==> config.mk <==
export PLATFORM = sky130hd
export DESIGN_NAME = priority_arbiter_rr
export DESIGN_NICKNAME = d
export VERILOG_FILES = /design/src/rtl/priority_arbiter_pkg.sv /design/src/rtl/priority_arbiter_rr_tree.sv /design/src/rtl/priority_arbiter_rr.sv
export SDC_FILE = /design/constraint.sdc
export NUM_CORES = 1
export LEC_CHECK = 0
export ABC_CLOCK_PERIOD_IN_PS = 9600
export BUFFER_PORTS_ARGS = -buffer_cell sky130_fd_sc_hd__buf_4
export CORE_UTILIZATION = 30
export DETAILED_ROUTE_END_ITERATION = 16
export SYNTH_ARGS = -nofsm -noshare
export SYNTH_HDL_FRONTEND = slang
export SYNTH_HIERARCHICAL = 1
export SYNTH_SLANG_ARGS = --single-unit
==> constraint.sdc <==
create_clock -name clk -period 9.6 [get_ports clk]
set_input_delay 1.92 -clock clk [delete_from_list [all_inputs] [get_ports clk]]
set_output_delay 1.92 -clock clk [all_outputs]
set_load 0.02 [all_outputs]
==> src/rtl/priority_arbiter_pkg.sv <==
// Shared types and elaboration-time helpers for the priority arbiter
// and its lowest-set-bit encoder tree.
package priority_arbiter_pkg;

    typedef enum logic [0:0] {
        ARB_FIXED = 1'b0,
        ARB_RR    = 1'b1
    } arb_mode_e;

    function automatic int idx_width(input int n);
        return (n > 1) ? $clog2(n) : 1;
    endfunction

    // Number of radix-split levels needed to cover width leaves.
    function automatic int tree_levels(input int width, input int split);
        int lvl;
        int span;
        lvl  = 0;
        span = 1;
        while (span < width) begin
            span = span * split;
            lvl  = lvl + 1;
        end
        return (lvl < 1) ? 1 : lvl;
    endfunction

    // Base index of a level inside the flattened node vector (level 1 first).
    function automatic int node_offset(input int padw, input int split, input int level);
        int off;
        int cnt;
        off = 0;
        cnt = padw;
        for (int l = 1; l < level; l++) begin
            cnt = cnt / split;
            off = off + cnt;
        end
        return off;
    endfunction

endpackage

==> src/rtl/priority_arbiter_rr_tree.sv <==
// Lowest-set-bit to one-hot encoder. IMPLEMENTATION 0 builds a radix-SPLIT
// tree over req zero-extended to a power of SPLIT; any other value uses x & -x.
module priority_to_onehot_tree
    import priority_arbiter_pkg::*;
#(
    parameter int WIDTH          = 32,
    parameter int SPLIT          = 2,
    parameter int IMPLEMENTATION = 0
) (
    input  logic [WIDTH-1:0] req,
    output logic [WIDTH-1:0] onehot
);

    localparam int S = (SPLIT < 2) ? 2 : SPLIT;

    if (IMPLEMENTATION == 0) begin : g_tree
        localparam int LEVELS = tree_levels(WIDTH, S);
        localparam int PADW   = S ** LEVELS;
        localparam int NODES  = node_offset(PADW, S, LEVELS + 1);

        logic [PADW-1:0]  leaf_s;
        logic [NODES-1:0] any_s;
        logic [NODES-1:0] sel_s;

        function automatic logic [S-1:0] low_mask(input int pos);
            logic [S-1:0] m;
            for (int k = 0; k < S; k++) begin
                m[k] = (k < pos);
            end
            return m;
        endfunction

        assign leaf_s = PADW'(req);

        // Group-occupancy bottom-up, then winning-branch select top-down.
        always_comb begin
            any_s = '0;
            sel_s = '0;
            for (int n = 0; n < PADW / S; n++) begin
                any_s[n] = |leaf_s[n*S +: S];
            end
            for (int l = 2; l <= LEVELS; l++) begin
                for (int n = 0; n < PADW / (S ** l); n++) begin
                    any_s[node_offset(PADW, S, l) + n] =
                        |any_s[node_offset(PADW, S, l - 1) + n*S +: S];
                end
            end
            sel_s[NODES-1] = any_s[NODES-1];
            for (int l = LEVELS - 1; l >= 1; l--) begin
                for (int n = 0; n < PADW / (S ** l); n++) begin
                    sel_s[node_offset(PADW, S, l) + n] =
                        sel_s[node_offset(PADW, S, l + 1) + n / S]
                        & any_s[node_offset(PADW, S, l) + n]
                        & ~|(any_s[node_offset(PADW, S, l) + (n / S) * S +: S]
                             & low_mask(n % S));
                end
            end
        end

        // A leaf wins when its group is selected and no lower sibling requests.
        always_comb begin
            onehot = '0;
            for (int i = 0; i < WIDTH; i++) begin
                onehot[i] = sel_s[i / S] & leaf_s[i]
                            & ~|(leaf_s[(i / S) * S +: S] & low_mask(i % S));
            end
        end
    end else begin : g_flat
        assign onehot = req & (~req + WIDTH'(1));
    end

endmodule

==> src/rtl/priority_arbiter_rr.sv <==
// Registered fixed-priority / round-robin arbiter with valid/ready grant.
// Define PRIORITY_ARBITER_RR_LOCK_EN to hold a pending grant until transfer.
module priority_arbiter_rr
    import priority_arbiter_pkg::*;
#(
    parameter int WIDTH          = 32,
    parameter int SPLIT          = 2,
    parameter int MODE           = 1,
    parameter int IMPLEMENTATION = 0
) (
    input  logic                        clk,
    input  logic                        rst_n,
    input  logic [WIDTH-1:0]            req,
    output logic [WIDTH-1:0]            gnt,
    output logic [idx_width(WIDTH)-1:0] gnt_idx,
    output logic                        gnt_vld,
    input  logic                        gnt_rdy
);

    localparam int WIDTH_LOG = idx_width(WIDTH);

    if ((SPLIT < 2) || ((SPLIT & (SPLIT - 1)) != 0)) begin : g_bad_split
        $error("priority_arbiter_rr: SPLIT must be a power of 2");
    end
    if (WIDTH < 2) begin : g_bad_width
        $error("priority_arbiter_rr: WIDTH must be at least 2");
    end

    logic [WIDTH-1:0]     gnt_q, gnt_d;
    logic [WIDTH_LOG-1:0] gnt_idx_q, gnt_idx_d;
    logic                 gnt_vld_q, gnt_vld_d;
    logic [WIDTH_LOG-1:0] ptr_q, ptr_d;

    logic [WIDTH-1:0] above_s;
    logic [WIDTH-1:0] masked_s;
    logic [WIDTH-1:0] first_req_s;
    logic [WIDTH-1:0] first_mask_s;
    logic [WIDTH-1:0] pick_s;
    logic             xfer_s;
    logic             drop_s;
    logic             load_s;

    function automatic logic [WIDTH_LOG-1:0] onehot_to_idx(input logic [WIDTH-1:0] oh);
        logic [WIDTH_LOG-1:0] idx;
        idx = '0;
        for (int i = 0; i < WIDTH; i++) begin
            idx = idx | ({WIDTH_LOG{oh[i]}} & WIDTH_LOG'(i));
        end
        return idx;
    endfunction

    assign xfer_s = gnt_vld_q & gnt_rdy;

`ifdef PRIORITY_ARBITER_RR_LOCK_EN
    assign drop_s = 1'b0;
`else
    assign drop_s = gnt_vld_q & ~|(gnt_q & req);
`endif

    assign load_s = ~gnt_vld_q | xfer_s | drop_s;

    // Pointer follows the grant actually taken; a withdrawn grant leaves it alone.
    always_comb begin
        ptr_d = ptr_q;
        if (xfer_s) begin
            ptr_d = gnt_idx_q;
        end else begin
            ptr_d = ptr_q;
        end
    end

    // Mask is built from ptr_d so a back-to-back reload already skips the grant just taken.
    always_comb begin
        above_s = '0;
        for (int i = 0; i < WIDTH; i++) begin
            above_s[i] = (WIDTH_LOG'(i) > ptr_d);
        end
    end

    assign masked_s = req & above_s;

    priority_to_onehot_tree #(
        .WIDTH          (WIDTH),
        .SPLIT          (SPLIT),
        .IMPLEMENTATION (IMPLEMENTATION)
    ) u_enc_req (
        .req    (req),
        .onehot (first_req_s)
    );

    priority_to_onehot_tree #(
        .WIDTH          (WIDTH),
        .SPLIT          (SPLIT),
        .IMPLEMENTATION (IMPLEMENTATION)
    ) u_enc_mask (
        .req    (masked_s),
        .onehot (first_mask_s)
    );

    assign pick_s = ((MODE == int'(ARB_RR)) && (|masked_s)) ? first_mask_s : first_req_s;

    // Grant register next state: reload on idle, transfer or withdrawal, else hold.
    always_comb begin
        gnt_d     = gnt_q;
        gnt_idx_d = gnt_idx_q;
        gnt_vld_d = gnt_vld_q;
        if (load_s) begin
            gnt_d     = pick_s;
            gnt_idx_d = onehot_to_idx(pick_s);
            gnt_vld_d = |req;
        end else begin
            gnt_d     = gnt_q;
            gnt_idx_d = gnt_idx_q;
            gnt_vld_d = gnt_vld_q;
        end
    end

    // State registers with synchronous active-low reset.
    always_ff @(posedge clk) begin
        if (!rst_n) begin
            gnt_q     <= '0;
            gnt_idx_q <= '0;
            gnt_vld_q <= 1'b0;
            ptr_q     <= WIDTH_LOG'(WIDTH - 1);
        end else begin
            gnt_q     <= gnt_d;
            gnt_idx_q <= gnt_idx_d;
            gnt_vld_q <= gnt_vld_d;
            ptr_q     <= ptr_d;
        end
    end

    assign gnt     = gnt_q;
    assign gnt_idx = gnt_idx_q;
    assign gnt_vld = gnt_vld_q;

endmodule

; ---- Word-level counts from Yosys, hierarchy flattened
; Cells that the tools add are included.
[word_totals]
output_inout_bits = 38
word_cells = 387
ff_bits = 43
[classes]
magnitude_cmp = 32
muxes = 2
bitwise_logic = 223
n_reduce_logical = 126
[op_table]
columns = operator, count
row1 = $and A1 B1 Y1, 188
row2 = $reduce_or A32 Y1, 3
row3 = $gt A5 B5 Y1 const A, 16
row4 = $or A5 B5 Y5, 15
row5 = $and A32 B32 Y32, 2
row6 = $reduce_or A16 Y1, 4
row7 = $reduce_or A2 Y1, 32
row8 = $reduce_or A4 Y1, 16
row9 = $reduce_or A8 Y1, 8
row10 = $logic_not A1 Y1, 63
row11 = $gt A4 B5 Y1 const A, 8
row12 = $mux W32, 1
row13 = $or A4 B4 Y4, 7
row14 = $gt A3 B5 Y1 const A, 4
row15 = $gt A1 B5 Y1 const A, 2
row16 = $gt A2 B5 Y1 const A, 2
row17 = $or A3 B3 Y3, 3
row18 = $mux W5, 1
row19 = $or A4 B5 Y5, 1
row20 = $or A3 B4 Y4, 1
row21 = $or A2 B3 Y3, 1
row22 = $or A1 B1 Y1, 2
row23 = $or A1 B2 Y2, 1
row24 = $or A2 B2 Y2, 1
row25 = $not A1 Y1, 1

; ---- Depth between registers and ports, before layout
; Gate-level depths: netlist (run 1).
[depth]
depth_word = 46
mapped_depth = 15

; ---- Modules after synthesis
; The synthesis (run 1) kept the hierarchy.
[by_module_without_submodules]
columns = module, n_inst, cells_per_inst, area_each_um2
row1 = priority_arbiter_rr, 1, 370, 2906.5
row2 = priority_to_onehot_tree, 2, 71, 504.2

; ---- Worst setup path after synthesis (run 1)
; No wires, ideal clock.
[synth_timing]
path_kind = input -> register
startpoint = in gnt_rdy
endpoint = reg gnt_idx_q[4], in the netlist gnt_idx[4]
required_time_ns = 9.467
stages = 13
slack_ns = 4.705
t_arrival_ns = 4.762
path_cell_list = nand2_1 -> mux2i_1 -> clkbuf_1 -> nand2_1 -> nor3b_1 -> nor4_4 -> nand4_2 -> nor3_1 -> or4_1 -> nor4_1 -> nand4_1 -> mux2i_1 -> o22ai_1
[synth_via]
word_cells_on_any_way = 134
classes_between = order compare (32) / mux (2) / bitwise (67) / reduce/logical (33)
[synth_rtl]
columns = item, line_no
row1 = from (decl), priority_arbiter_rr.sv:17  ; input logic gnt_rdy
row2 = $and A1 B1 Y1 *, priority_arbiter_rr.sv:52  ; assign xfer_s = gnt_vld_q & gnt_rdy;
row3 = $mux W5 *, priority_arbiter_rr.sv:65  ; if (xfer_s) begin
row4 = $gt A1 B5 Y1 *, priority_arbiter_rr.sv:76  ; above_s[i] = (WIDTH_LOG'(i) > ptr_d);
row5 = $and A32 B32 Y32 *, priority_arbiter_rr.sv:80  ; assign masked_s = req & above_s;
row6 = via masked_s[1], priority_arbiter_rr.sv:35  ; logic [WIDTH-1:0] masked_s;
row7 = $reduce_or A32 Y1 or $reduce_or A16 Y1 (tied branches), priority_arbiter_rr_tree.sv:45  ; |any_s[node_offset(PADW, S, l - 1) + n*S +: S];
row8 = $and A1 B1 Y1 or $logic_not A1 Y1 (tied branches), "priority_arbiter_rr_tree.sv:53, priority_arbiter_rr_tree.sv:54"
row9 = $and A1 B1 Y1 *, priority_arbiter_rr_tree.sv:54  ; & ~|(any_s[node_offset(PADW, S, l) + (n / S) * S +: S]
row10 = $and A1 B1 Y1 *, priority_arbiter_rr_tree.sv:53  ; & any_s[node_offset(PADW, S, l) + n]
row11 = $and A1 B1 Y1 *, priority_arbiter_rr_tree.sv:54
row12 = $and A1 B1 Y1 * (2 in a row), priority_arbiter_rr_tree.sv:53
row13 = $and A1 B1 Y1 *, priority_arbiter_rr_tree.sv:54
row14 = $and A1 B1 Y1 *, priority_arbiter_rr_tree.sv:64  ; onehot[i] = sel_s[i / S] & leaf_s[i]
row15 = via first_mask_s[26], priority_arbiter_rr.sv:37  ; logic [WIDTH-1:0] first_mask_s;
row16 = $mux W32 *, priority_arbiter_rr.sv:100  ; assign pick_s = ((MODE == int'(ARB_RR)) && (|masked_s)) ? first_mask_s : first_req_s;
row17 = $or A5 B5 Y5 * (6 in a row), priority_arbiter_rr.sv:47  ; idx = idx | ({WIDTH_LOG{oh[i]}} & WIDTH_LOG'(i));
row18 = to (signal assigned), priority_arbiter_rr.sv:127  ; gnt_idx_q <= gnt_idx_d;
row19 = to (decl), priority_arbiter_rr.sv:30  ; logic [WIDTH_LOG-1:0] gnt_idx_q, gnt_idx_d;
; The timed path passes the listed nets; every way through them passes the cells marked *.
; A chain may end at the register's enable or synchronous reset.

; ---- Worst setup path after layout (run 1)
[layout_timing]
startpoint = in gnt_rdy
endpoint = reg gnt_idx_q[4], in the netlist gnt_idx[4]
[layout_via]
word_cells_on_any_way = 134
classes_between = order compare (32) / mux (2) / bitwise (67) / reduce/logical (33)
[layout_rtl]
columns = item, line_no
row1 = $and A1 B1 Y1 *, priority_arbiter_rr.sv:52
row2 = $mux W5 *, priority_arbiter_rr.sv:65
row3 = $gt A1 B5 Y1 *, priority_arbiter_rr.sv:76
row4 = $and A32 B32 Y32 *, priority_arbiter_rr.sv:80
row5 = via masked_s[1], priority_arbiter_rr.sv:35
row6 = $reduce_or A32 Y1 or $reduce_or A16 Y1 (tied branches), priority_arbiter_rr_tree.sv:45
row7 = $and A1 B1 Y1 or $logic_not A1 Y1 (tied branches), "priority_arbiter_rr_tree.sv:53, priority_arbiter_rr_tree.sv:54"
row8 = $and A1 B1 Y1 *, priority_arbiter_rr_tree.sv:54
row9 = $and A1 B1 Y1 *, priority_arbiter_rr_tree.sv:53
row10 = $and A1 B1 Y1 *, priority_arbiter_rr_tree.sv:54
row11 = $and A1 B1 Y1 * (2 in a row), priority_arbiter_rr_tree.sv:53
row12 = $and A1 B1 Y1 *, priority_arbiter_rr_tree.sv:64
row13 = $and A1 B1 Y1 *, priority_arbiter_rr_tree.sv:65  ; & ~|(leaf_s[(i / S) * S +: S] & low_mask(i % S));
row14 = via first_mask_s[25], priority_arbiter_rr.sv:37
row15 = $mux W32 *, priority_arbiter_rr.sv:100
row16 = $or A5 B5 Y5 * (7 in a row), priority_arbiter_rr.sv:47
; Marks and branches as above.

==> results of run 1 <==
sequential cells by signal, indices dropped and copies added (netlist names):
register  count
gnt_vld       1
gnt_idx       5
gnt          32
ptr_q         5
per-stage QoR:
| stage | instance area, um2 | power (mW) | cells | util (%) |
|---|---|---|---|---|
| detailed placement | 4590 | 0.480 | 738 | 36.2 |
| floorplan | 3930 | 0.376 | 516 | - |
| CTS | 4790 | 0.708 | 746 | 37.8 |
| global placement | 4590 | 0.484 | 738 | 36.2 |
| global route | 4790 | 0.738 | 746 | 37.8 |
| finish | 4790 | 0.709 | 746 | 37.8 |
per-layer routing:
| layer | GRT usage [%] | up-vias | part of all wire, % |
|---|---|---|---|
| li1 | - | 2103 | - |
| met1 | 34.8 | 2214 | 42 |
| met2 | 43.7 | 264 | 46 |
| met3 | 3.27 | 64 | 6.7 |
| met4 | 16.6 | 0 | 5.9 |
| met5 | 0 | - | 0 |
kinds of logic after synthesis:
family	count (synthesis)	share of synthesized area, %
and+or+nand+nor	248	41.2
AOI/OAI and AO/OA	134	20.9
buffers and inverters	44	5.05
DFF	43	22.0
muxes	42	10.8
other	1	0.0958
worst min-delay path, cell delays in order (launching register included):
cell and delay, ns:
sky130_fd_sc_hd__dfxtp_1 0.32, sky130_fd_sc_hd__o21ai_0 0.15, sky130_fd_sc_hd__a21oi_1 0.05
layout make-up:
class                      count  area (um2)
clock inverter                 3        67.6
timing repair buffer          76         571
sequential                    43         861
fill                        1353        7890
tap                          172         215
inverter                      18        67.6
clock buffer                   5         125
multi-input combinational    429        2880
path summary, 6_finish.rpt:
check | start | endpoint | slack, ns | cells past startpoint
max | gnt_rdy | gnt_idx[4] | 3.87 | 13
min | gnt[6] | gnt[6] | 0.56 | 2
max reg2reg | gnt_vld | gnt_idx[4] | 4.96 | 12
min reg2reg | gnt[6] | gnt[6] | 0.56 | 2
layout by cell type, fill, tap and decap left out, drive strengths merged, types with 5 or more instances in the layout:
cell,synthesis,routed
and3b,5,5
mux2i,39,39
nand4b,7,7
nand4,12,12
a211oi,6,6
nand3,19,19
nor4b,9,9
and2,8,8
nor3,44,44
a22oi,6,6
clkbuf,18,5
nor2,37,37
a221oi,5,5
inv,18,18
or4,9,9
conb,1,5
a21oi,41,41
nor4,34,34
dfxtp,43,43
a22o,5,5
nand2,30,30
nor3b,7,7
nand3b,5,5
o21a,6,6
o21ai,44,44
buf,8,76
power by group through the flow:
stage          sequential (mW)  combinational [mW]  clock (mW)
2_1_floorplan            0.236               0.139           0
4_1_cts                  0.221               0.257       0.230
6_report                 0.222               0.261       0.226
5_1_grt                  0.223               0.280       0.235
3_5_place_dp             0.224               0.256           0
3_3_place_gp             0.224               0.260           0
==> flow_summary.json, run 1 <==
{
  "die_area_mm2": 0.0135,
  "cellLeakagePower_nw": 1.79,
  "setup_viol": 0,
  "synth-main-ff-cell": "sky130_fd_sc_hd__dfxtp_1",
  "async_set_reset_flop_share_out_of_synthesis_pct": 0,
  "path_buf_inv": 1,
  "drt_pre_antenna_iters": 5,
  "avgSynthCellArea_um2": 7.65,
  "p_seq_share_pct": 31.2,
  "synth_largest_type_area_fraction_pct": 22.0,
  "timing.max_cap.violations": 0,
  "cts-buffers-inserted": 5,
  "path_clk_slew_ns": 0.07,
  "post_drt_via_cell_ratio": 6.23,
  "p_clk_share_pct": 31.9,
  "fp-row-count": 41,
  "sequential_area_share_after_synthesis_pct": 22.0,
  "place_congestion": 0.985,
  "fin_ws_ns": 3.87,
  "post-synth-top-count-cell": "sky130_fd_sc_hd__dfxtp_1",
  "via_count": 4645,
  "worstPathCellList": "buf_4 -> nand2_1 -> mux2i_1 -> nand2_1 -> nor3b_1 -> nor4_4 -> nand3b_4 -> nor3_1 -> or4_1 -> nor4_1 -> nand4_1 -> mux2i_1 -> o22ai_1",
  "area_of_the_placeable_core_mm2": 0.0127,
  "route.detailed.drc": 0,
  "share_comb_of_total_power_pct": 36.9,
  "i_o_pins": 73,
  "die_y_um": 116,
  "p_switching_mw": 0.270,
  "outcome": "finished clean",
  "yosysTopAreaCell": "sky130_fd_sc_hd__dfxtp_1",
  "cellInternalPower_mw": 0.439,
  "maxSlewViolCount": 0,
  "netlist_top_cells_count": "sky130_fd_sc_hd__dfxtp_1, sky130_fd_sc_hd__nor3_1, sky130_fd_sc_hd__o21ai_0",
  "htree_levels": 2,
  "clock-sinks": 43,
  "synth.yosys.warnings": 6,
  "critPathMaxStageDelay_ns": 0.92,
  "grt_antenna_before_repair": 0,
  "critical_path.startpoint_type": "input port",
  "timing.hold.worst.class": "reg -> reg",
  "setup_clock_skew_after_layout_ns": 0.00318,
  "max_freq_mhz": 175,
  "cts-root-to-sink-buffers": 2,
  "area_delta_synth_final_pct": 22.2,
  "grt_setup_unrepaired": "false",
  "cts_root_buf": "sky130_fd_sc_hd__clkbuf_16",
  "number_of_global_route_vias_before_repair": 4357,
  "ant_nets": 0,
  "preCtsSetupSlack_ns": 3.67,
  "cts-resized-gates": 0,
  "routed_wire_length_um": 18000,
  "irDropWorstVdd_v": 0.0000684,
  "cp_slowest_cell": "sky130_fd_sc_hd__mux2i_1",
  "post_cts_hold_buffer_count": 0,
  "grt_first_pass_wirelength_um": 26600,
  "floorplan.initialDensity_pct": 30.9,
  "dp_hpwl_um": 14400,
  "groute.usage.overall_pct": 27.2,
  "actual_transition_at_the_worst_max_transition_pin_ns": 1.07,
  "maximum_number_of_pins_on_one_net_before_global_route_repair": 45,
  "synth_edf_count": 0,
  "placement.io_buffers": 72,
  "hold_ws_ns": 0.564,
  "synth.cell_area_mm2": 0.00392,
  "crit_path_max_fanout": 17,
  "drt_first_iter_violations": 419,
  "dieWidth_um": 116,
  "endpoint_kind": "flop",
  "drt-wirelength-per-cell_um": 24.1,
  "synth.distinct_cells": 60,
  "setup-tns-final_ns": 0,
  "grt_overflow": 0,
  "synthesized_flop_and_latch_total": 43,
  "cts_setup_buffers": 0,
  "cp_top_family": "simple AND/OR/NAND/NOR gates",
  "antenna_cells": 0,
  "nets": 608,
  "layout_worst_path_cycle_share_pct": 59.7,
  "setup.worst_path.class": "in -> reg",
  "synth_cells": 512,
  "final-hold-violation-count": 0,
  "power.density_mw_per_mm2": 148,
  "drive_above_1_share_pct": 19.9,
  "critical_path_required_ns": 9.77,
  "cts_tree": "built",
  "yosys-top-cells-area": "sky130_fd_sc_hd__dfxtp_1, sky130_fd_sc_hd__mux2i_1, sky130_fd_sc_hd__nor3_1",
  "cp_data_arrival_time_ns": 5.90,
  "post-route-min-period_ns": 5.73,
  "max-slew-margin-rel_pct": 26.6,
  "sw_frac_of_total_pct": 38.0,
  "worst_skew_pair.late_latency_ns": 0.29
}
No activity file was read; power rests on OpenSTA's default activity.
==> run 2: changes to the inputs <==
--- a/config.mk
+++ b/config.mk
@@ -5,7 +5,7 @@
 export SDC_FILE = /design/constraint.sdc
 export NUM_CORES = 1
 export LEC_CHECK = 0
-export ABC_CLOCK_PERIOD_IN_PS = 9600
+export ABC_CLOCK_PERIOD_IN_PS = 5380
 export BUFFER_PORTS_ARGS = -buffer_cell sky130_fd_sc_hd__buf_4
 export CORE_UTILIZATION = 30
 export DETAILED_ROUTE_END_ITERATION = 16
==> constraint.sdc (replaced) <==
create_clock -name clk -period 5.38 [get_ports clk]
set_input_delay 1.076 -clock clk [delete_from_list [all_inputs] [get_ports clk]]
set_output_delay 1.076 -clock clk [all_outputs]
set_load 0.02 [all_outputs]
==> flow_summary.json, run 2 (synthesis gave the netlist of run 1 again) <==
{
  "outcome": "finished clean",
  "cellInternalPower_mw": 0.742,
  "timing.rr.start": "gnt_vld",
  "p_seq_share_pct": 32.4,
  "logic_depth_of_the_worst_register_to_register_path": 11,
  "sw_frac_of_total_pct": 39.2,
  "termination_of_the_worst_setup_path": "gnt_idx[4]",
  "htree_levels": 2,
  "number_of_global_route_vias_before_repair": 4448,
  "layout.cells.most_common_list": "sky130_fd_sc_hd__buf_4, sky130_fd_sc_hd__dfxtp_1, sky130_fd_sc_hd__o21ai_0, sky130_fd_sc_hd__nor3_1, sky130_fd_sc_hd__a21oi_1",
  "timing.max_cap.violations": 0,
  "post-route-min-period_ns": 4.76,
  "setup_viol": 0,
  "share_comb_of_total_power_pct": 38.6,
  "crit_path_max_fanout": 15,
  "setup_clock_skew_after_layout_ns": 0.00914,
  "setup.worst_path.class": "in -> reg",
  "dp_hpwl_um": 14400,
  "cts-buffers-inserted": 5,
  "die_area_mm2": 0.0135,
  "clock-sinks": 43,
  "area_delta_synth_final_pct": 23.1,
  "critical_path_required_ns": 5.55,
  "i_o_pins": 73,
  "utilization_pct": 38.0,
  "worst_skew_pair.late_latency_ns": 0.30,
  "critical_path.startpoint_type": "input port",
  "cts_setup_buffers": 0,
  "fp-row-count": 41,
  "power.density_mw_per_mm2": 253,
  "fin_ws_ns": 0.619,
  "maximum_number_of_pins_on_one_net_before_global_route_repair": 45,
  "p_clk_share_pct": 29.0,
  "final-hold-violation-count": 0,
  "area_of_the_placeable_core_mm2": 0.0127,
  "r2r_setup_slack_ns": 0.93,
  "timing.hold.worst.class": "reg -> reg",
  "drt_first_iter_violations": 406,
  "groute.usage.overall_pct": 26.9,
  "path_clk_slew_ns": 0.07,
  "layout_worst_path_cycle_share_pct": 88.5,
  "via_count": 4656,
  "max_freq_mhz": 210,
  "post_cts_hold_buffer_count": 0,
  "cts_tree": "built",
  "antenna_cells": 0,
  "endpoint_kind": "flop",
  "place_congestion": 1.02,
  "floorplan.initialDensity_pct": 30.9,
  "drt_pre_antenna_iters": 5,
  "maxSlewViolCount": 0,
  "max-slew-margin-rel_pct": 32.2,
  "cts_root_buf": "sky130_fd_sc_hd__clkbuf_16",
  "startpoint": "gnt_rdy",
  "p_switching_mw": 0.477,
  "worstReg2RegEnd": "gnt_idx[4]",
  "routed_wire_length_um": 17900,
  "grt_setup_unrepaired": "false",
  "layout_commonest_cell": "sky130_fd_sc_hd__buf_4",
  "cts-resized-gates": 0,
  "grt_overflow": 0,
  "die_y_um": 116,
  "actual_transition_at_the_worst_max_transition_pin_ns": 1.01,
  "route.detailed.drc": 0,
  "cts-root-to-sink-buffers": 2,
  "drive_above_1_share_pct": 20.7,
  "ant_nets": 0,
  "nets": 614,
  "cellLeakagePower_nw": 1.81,
  "irDropWorstVdd_v": 0.000163,
  "largest_register_ff_count": 32,
  "post_drt_via_cell_ratio": 6.19,
  "dieWidth_um": 116,
  "fillerInstances": 1369,
  "cp_data_arrival_time_ns": 4.93,
  "drt-wirelength-per-cell_um": 23.8,
  "setup-tns-final_ns": 0,
  "preCtsSetupSlack_ns": 0.420,
  "grt_first_pass_wirelength_um": 26500,
  "placement.io_buffers": 72,
  "grt_antenna_before_repair": 0
}
[run 2: cell count changes in the layout (fill, tap and decap cells not counted), sizes merged]
cell	change
buf	+6
clkinv	+2
clkinvlp	-1
bufinv	-1
[run 2: cell type report]
class,count,area (um2),share of cell area [%]
multi-input cells,429,2880,59.7
clock inverters,3,43.8,0.909
clock buffers,5,125,2.60
repair buffers,82,628,13.0
flip-flops and latches,43,861,17.9
inverters,18,67.6,1.40
well taps,172,215,4.47
[run 2: how the worst min path moves through the flow]
stage                   from        to  slack (ns)  cells after the start
floorplan           ptr_q[3]  ptr_q[3]        0.55                      2
global placement     gnt[17]   gnt[17]        0.55                      2
detailed placement   gnt[17]   gnt[17]        0.55                      2
CTS                  gnt[26]   gnt[26]        0.57                      2
global route         gnt[28]   gnt[28]        0.60                      2
finish               gnt[17]   gnt[17]        0.56                      2
[run 2: critical path, cell delays in order]
cell	delay, ns
sky130_fd_sc_hd__buf_4	0.17
sky130_fd_sc_hd__nor4bb_1	0.57
sky130_fd_sc_hd__o211ai_1	0.27
sky130_fd_sc_hd__a211oi_1	0.87
sky130_fd_sc_hd__nor4_4	0.18
sky130_fd_sc_hd__nand4b_2	0.22
sky130_fd_sc_hd__nor3_1	0.14
sky130_fd_sc_hd__or4_1	0.55
sky130_fd_sc_hd__nor4_1	0.38
sky130_fd_sc_hd__nand4_1	0.17
sky130_fd_sc_hd__mux2i_1	0.22
sky130_fd_sc_hd__o22ai_1	0.12
[run 2: through the flow]
step           hold slack [ns]  cells  instance area, um2  total power [mW]
3_3_place_gp             0.545    744                4650             0.868
4_1_cts                  0.566    752                4820              1.22
5_1_grt                  0.595    752                4820              1.27
2_1_floorplan            0.554    516                3930             0.670
3_5_place_dp             0.552    744                4650             0.864
6_report                 0.561    752                4820              1.22
[run 2: power groups by stage]
stage               Sequential (mW)  Clock (mW)  Combinational, mW
floorplan                     0.422           0              0.249
global placement              0.400           0              0.468
detailed placement            0.401           0              0.463
CTS                           0.394       0.357              0.465
global route                  0.399       0.370              0.505
finish                        0.395       0.353              0.471
[run 2: metal layers]
layer | routed length, um | part of all wire, % | track usage [%]
met1 | 7510 | 42 | 34.1
met2 | 8220 | 46 | 43.5
met3 | 1230 | 6.8 | 3.79
met4 | 976 | 5.4 | 16.1
met5 | 0 | 0 | 0
==> run 3: changes to the inputs <==
--- a/config.mk
+++ b/config.mk
@@ -5,6 +5,7 @@
 export SDC_FILE = /design/constraint.sdc
 export NUM_CORES = 1
 export LEC_CHECK = 0
+export ABC_AREA = 1
 export ABC_CLOCK_PERIOD_IN_PS = 5380
 export BUFFER_PORTS_ARGS = -buffer_cell sky130_fd_sc_hd__buf_4
 export CORE_UTILIZATION = 30
==> flow_summary.json, run 3 <==
{
  "post-route-min-period_ns": 3.70,
  "post_cts_hold_buffer_count": 0,
  "fp-row-count": 44,
  "cts-root-to-sink-buffers": 2,
  "final-hold-violation-count": 0,
  "yosys-top-cells-area": "sky130_fd_sc_hd__nand2_1, sky130_fd_sc_hd__dfxtp_1, sky130_fd_sc_hd__inv_1",
  "area_delta_synth_final_pct": 18.3,
  "layout.cells.most_common_list": "sky130_fd_sc_hd__nand2_1, sky130_fd_sc_hd__inv_1, sky130_fd_sc_hd__nor2_1",
  "path_clk_slew_ns": 0.07,
  "routed_wire_length_um": 16000,
  "grt_overflow": 0,
  "dp_hpwl_um": 12500,
  "synth_edf_count": 0,
  "max_freq_mhz": 270,
  "cts_setup_buffers": 0,
  "power.density_mw_per_mm2": 240,
  "dieWidth_um": 124,
  "netlist_top_cells_count": "sky130_fd_sc_hd__nand2_1, sky130_fd_sc_hd__inv_1, sky130_fd_sc_hd__nor2_1",
  "layout_commonest_cell": "sky130_fd_sc_hd__nand2_1",
  "setup.worst_path.class": "in -> reg",
  "logic_depth_of_the_worst_register_to_register_path": 18,
  "cts_root_buf": "sky130_fd_sc_hd__clkbuf_16",
  "max-slew-margin-rel_pct": 48.5,
  "grt_first_pass_wirelength_um": 24600,
  "antenna_cells": 0,
  "number_of_global_route_vias_before_repair": 4629,
  "r2r_setup_slack_ns": 1.95,
  "cp_common_cell": "sky130_fd_sc_hd__nand2_1",
  "die_area_mm2": 0.0154,
  "synth.yosys.warnings": 6,
  "met1_usage_pct": 30.5,
  "crit_path_max_fanout": 33,
  "htree_levels": 2,
  "drive_above_1_share_pct": 14.5,
  "worstPathCellList": "buf_4 -> nand3_2 -> nand2_4 -> inv_4 -> nor2_2 -> nand2_1 -> nand3_1 -> nand2_1 -> nor2_1 -> nand2_1 -> nor2_4 -> nand2_4 -> nand2_1 -> nand2_1 -> nand2_1 -> nor2_1 -> nand3_1 -> nor2_1 -> nor2_1",
  "layout_worst_path_cycle_share_pct": 68.8,
  "drt-wirelength-per-cell_um": 15.2,
  "grt_setup_unrepaired": "false",
  "outcome": "finished clean",
  "timing.max_cap.violations": 0,
  "synth.distinct_cells": 36,
  "placement.io_buffers": 72,
  "setup-tns-final_ns": 0,
  "cts-resized-gates": 0,
  "groute.usage.overall_pct": 21.5,
  "clock-sinks": 43,
  "globalRouteMet3Util_pct": 2.75,
  "timing.rr.start": "gnt_vld",
  "top_usage_layer": "met2",
  "via_count": 5045,
  "worst_skew_pair.late_latency_ns": 0.31,
  "synth.cell_area_mm2": 0.00448,
  "setup_clock_skew_after_layout_ns": 0.0140,
  "startpoint": "gnt_rdy",
  "post-synth-top-count-cell": "sky130_fd_sc_hd__nand2_1",
  "synth_cells": 813,
  "cts_tree": "built",
  "cellLeakagePower_nw": 3.24,
  "setup_viol": 0,
  "cp_data_arrival_time_ns": 3.94,
  "nets": 904,
  "synthesized_flop_and_latch_total": 43,
  "synth_largest_type_area_fraction_pct": 21.0,
  "ant_nets": 0,
  "route.detailed.drc": 0,
  "grt_antenna_before_repair": 0,
  "area_of_the_placeable_core_mm2": 0.0145,
  "critical_path.startpoint_type": "input port",
  "groute.layer.met2.usage_pct": 31.4,
  "total_power_mw": 1.27,
  "die_y_um": 124,
  "largest_register_ff_count": 32,
  "place_congestion": 0.942,
  "sequential_area_share_after_synthesis_pct": 19.2,
  "critical_path_required_ns": 5.62,
  "floorplan.initialDensity_pct": 30.8,
  "critPathMaxStageDelay_ns": 0.59,
  "termination_of_the_worst_setup_path": "gnt_idx[0]",
  "timing.critical_path.depth": 19,
  "cp_top_family": "simple AND/OR/NAND/NOR gates",
  "endpoint_kind": "flop",
  "maximum_number_of_pins_on_one_net_before_global_route_repair": 61,
  "cp_slowest_cell": "sky130_fd_sc_hd__nor2_4",
  "fillerInstances": 1672,
  "cts-buffers-inserted": 5,
  "synth-main-ff-cell": "sky130_fd_sc_hd__dfxtp_1",
  "path_buf_inv": 2,
  "avgSynthCellArea_um2": 5.51,
  "post_drt_via_cell_ratio": 4.79,
  "worstReg2RegEnd": "gnt_idx[0]",
  "async_set_reset_flop_share_out_of_synthesis_pct": 0,
  "drt_first_iter_violations": 403,
  "yosysTopAreaCell": "sky130_fd_sc_hd__nand2_1",
  "i_o_pins": 73,
  "maxSlewViolCount": 0,
  "actual_transition_at_the_worst_max_transition_pin_ns": 0.771,
  "irDropWorstVdd_v": 0.000149,
  "drt_pre_antenna_iters": 6,
  "timing.hold.worst.class": "reg -> reg"
}
## run 3: cell types whose count changed in the layout (fill, tap and decap cells not counted), moves of 9 or more
cell	delta
sky130_fd_sc_hd__nand3_1	+27
sky130_fd_sc_hd__nand2_4	+9
sky130_fd_sc_hd__nor3_1	-34
sky130_fd_sc_hd__nand2_2	+10
sky130_fd_sc_hd__or4_1	-9
sky130_fd_sc_hd__o21ai_0	-36
sky130_fd_sc_hd__nor2_1	+86
sky130_fd_sc_hd__mux2i_1	-39
sky130_fd_sc_hd__a21oi_1	-35
sky130_fd_sc_hd__o211ai_1	+31
sky130_fd_sc_hd__nor4_1	-13
sky130_fd_sc_hd__nand2_1	+221
sky130_fd_sc_hd__nand3b_1	+26
sky130_fd_sc_hd__inv_1	+147
## run 3: how the worst min path moves through the flow
| stage | start | endpoint | slack (ns) | cells after the start |
|---|---|---|---|---|
| 3_5_place_dp | gnt[9] | gnt[9] | 0.51 | 2 |
| 3_3_place_gp | gnt[6] | gnt[6] | 0.51 | 2 |
| 5_1_grt | gnt[4] | gnt[4] | 0.58 | 2 |
| 4_1_cts | gnt[9] | gnt[9] | 0.53 | 2 |
| 6_report | gnt[17] | gnt[17] | 0.53 | 2 |
| 2_1_floorplan | ptr_q[2] | ptr_q[2] | 0.57 | 4 |
## run 3: cell type report
type,instances,area [um2],share of cell area [%]
multi-input combinational,576,2840,53.6
clock buffer,6,139,2.62
tap,184,230,4.35
timing repair buffer,73,548,10.4
sequential,43,861,16.3
clock inverter,2,38.8,0.733
inverter,170,641,12.1
## run 3: per-stage QoR
stage | area, um2 | utilization (%) | instances | hold slack [ns] | setup WS, ns
after global placement | 5120 | 35.2 | 1046 | 0.514 | 1.37
after CTS | 5290 | 36.4 | 1054 | 0.535 | 1.67
after floorplan | 4480 | - | 815 | 0.567 | 2.31
final | 5290 | 36.4 | 1054 | 0.532 | 1.68
after detailed placement | 5120 | 35.2 | 1046 | 0.513 | 1.34
after global routing | 5290 | 36.4 | 1054 | 0.576 | 1.38
## run 3: per-layer routing
metal / vias up / part of all wire (%)
met2: 196 / 42
met3: 47 / 6.1
met1: 2197 / 48
li1: 2605 / -
met5: - / 0
met4: 0 / 4.4
## run 3: cells by family (layout without fill, tap and decap cells)
| logic type | Yosys count | after routing | synth area share, % |
|---|---|---|---|
| and+or+nand+nor | 516 | 516 | 53.8 |
| DFF | 43 | 43 | 19.2 |
| buffers and inverters | 196 | 251 | 17.8 |
| other | 1 | 3 | 0.0838 |
| AOI/OAI and AO/OA | 57 | 57 | 9.06 |
## run 3: power breakdown
part           internal [mW]  switching (mW)  leakage (nW)
Clock                  0.234           0.151        0.0875
Sequential             0.352          0.0336         0.352
Combinational          0.162           0.335          2.80
## run 3: worst min-delay path, stage by stage, from the launching register on
cell and delay, ns:
sky130_fd_sc_hd__dfxtp_1 0.35, sky130_fd_sc_hd__o211ai_1 0.10, sky130_fd_sc_hd__inv_1 0.05
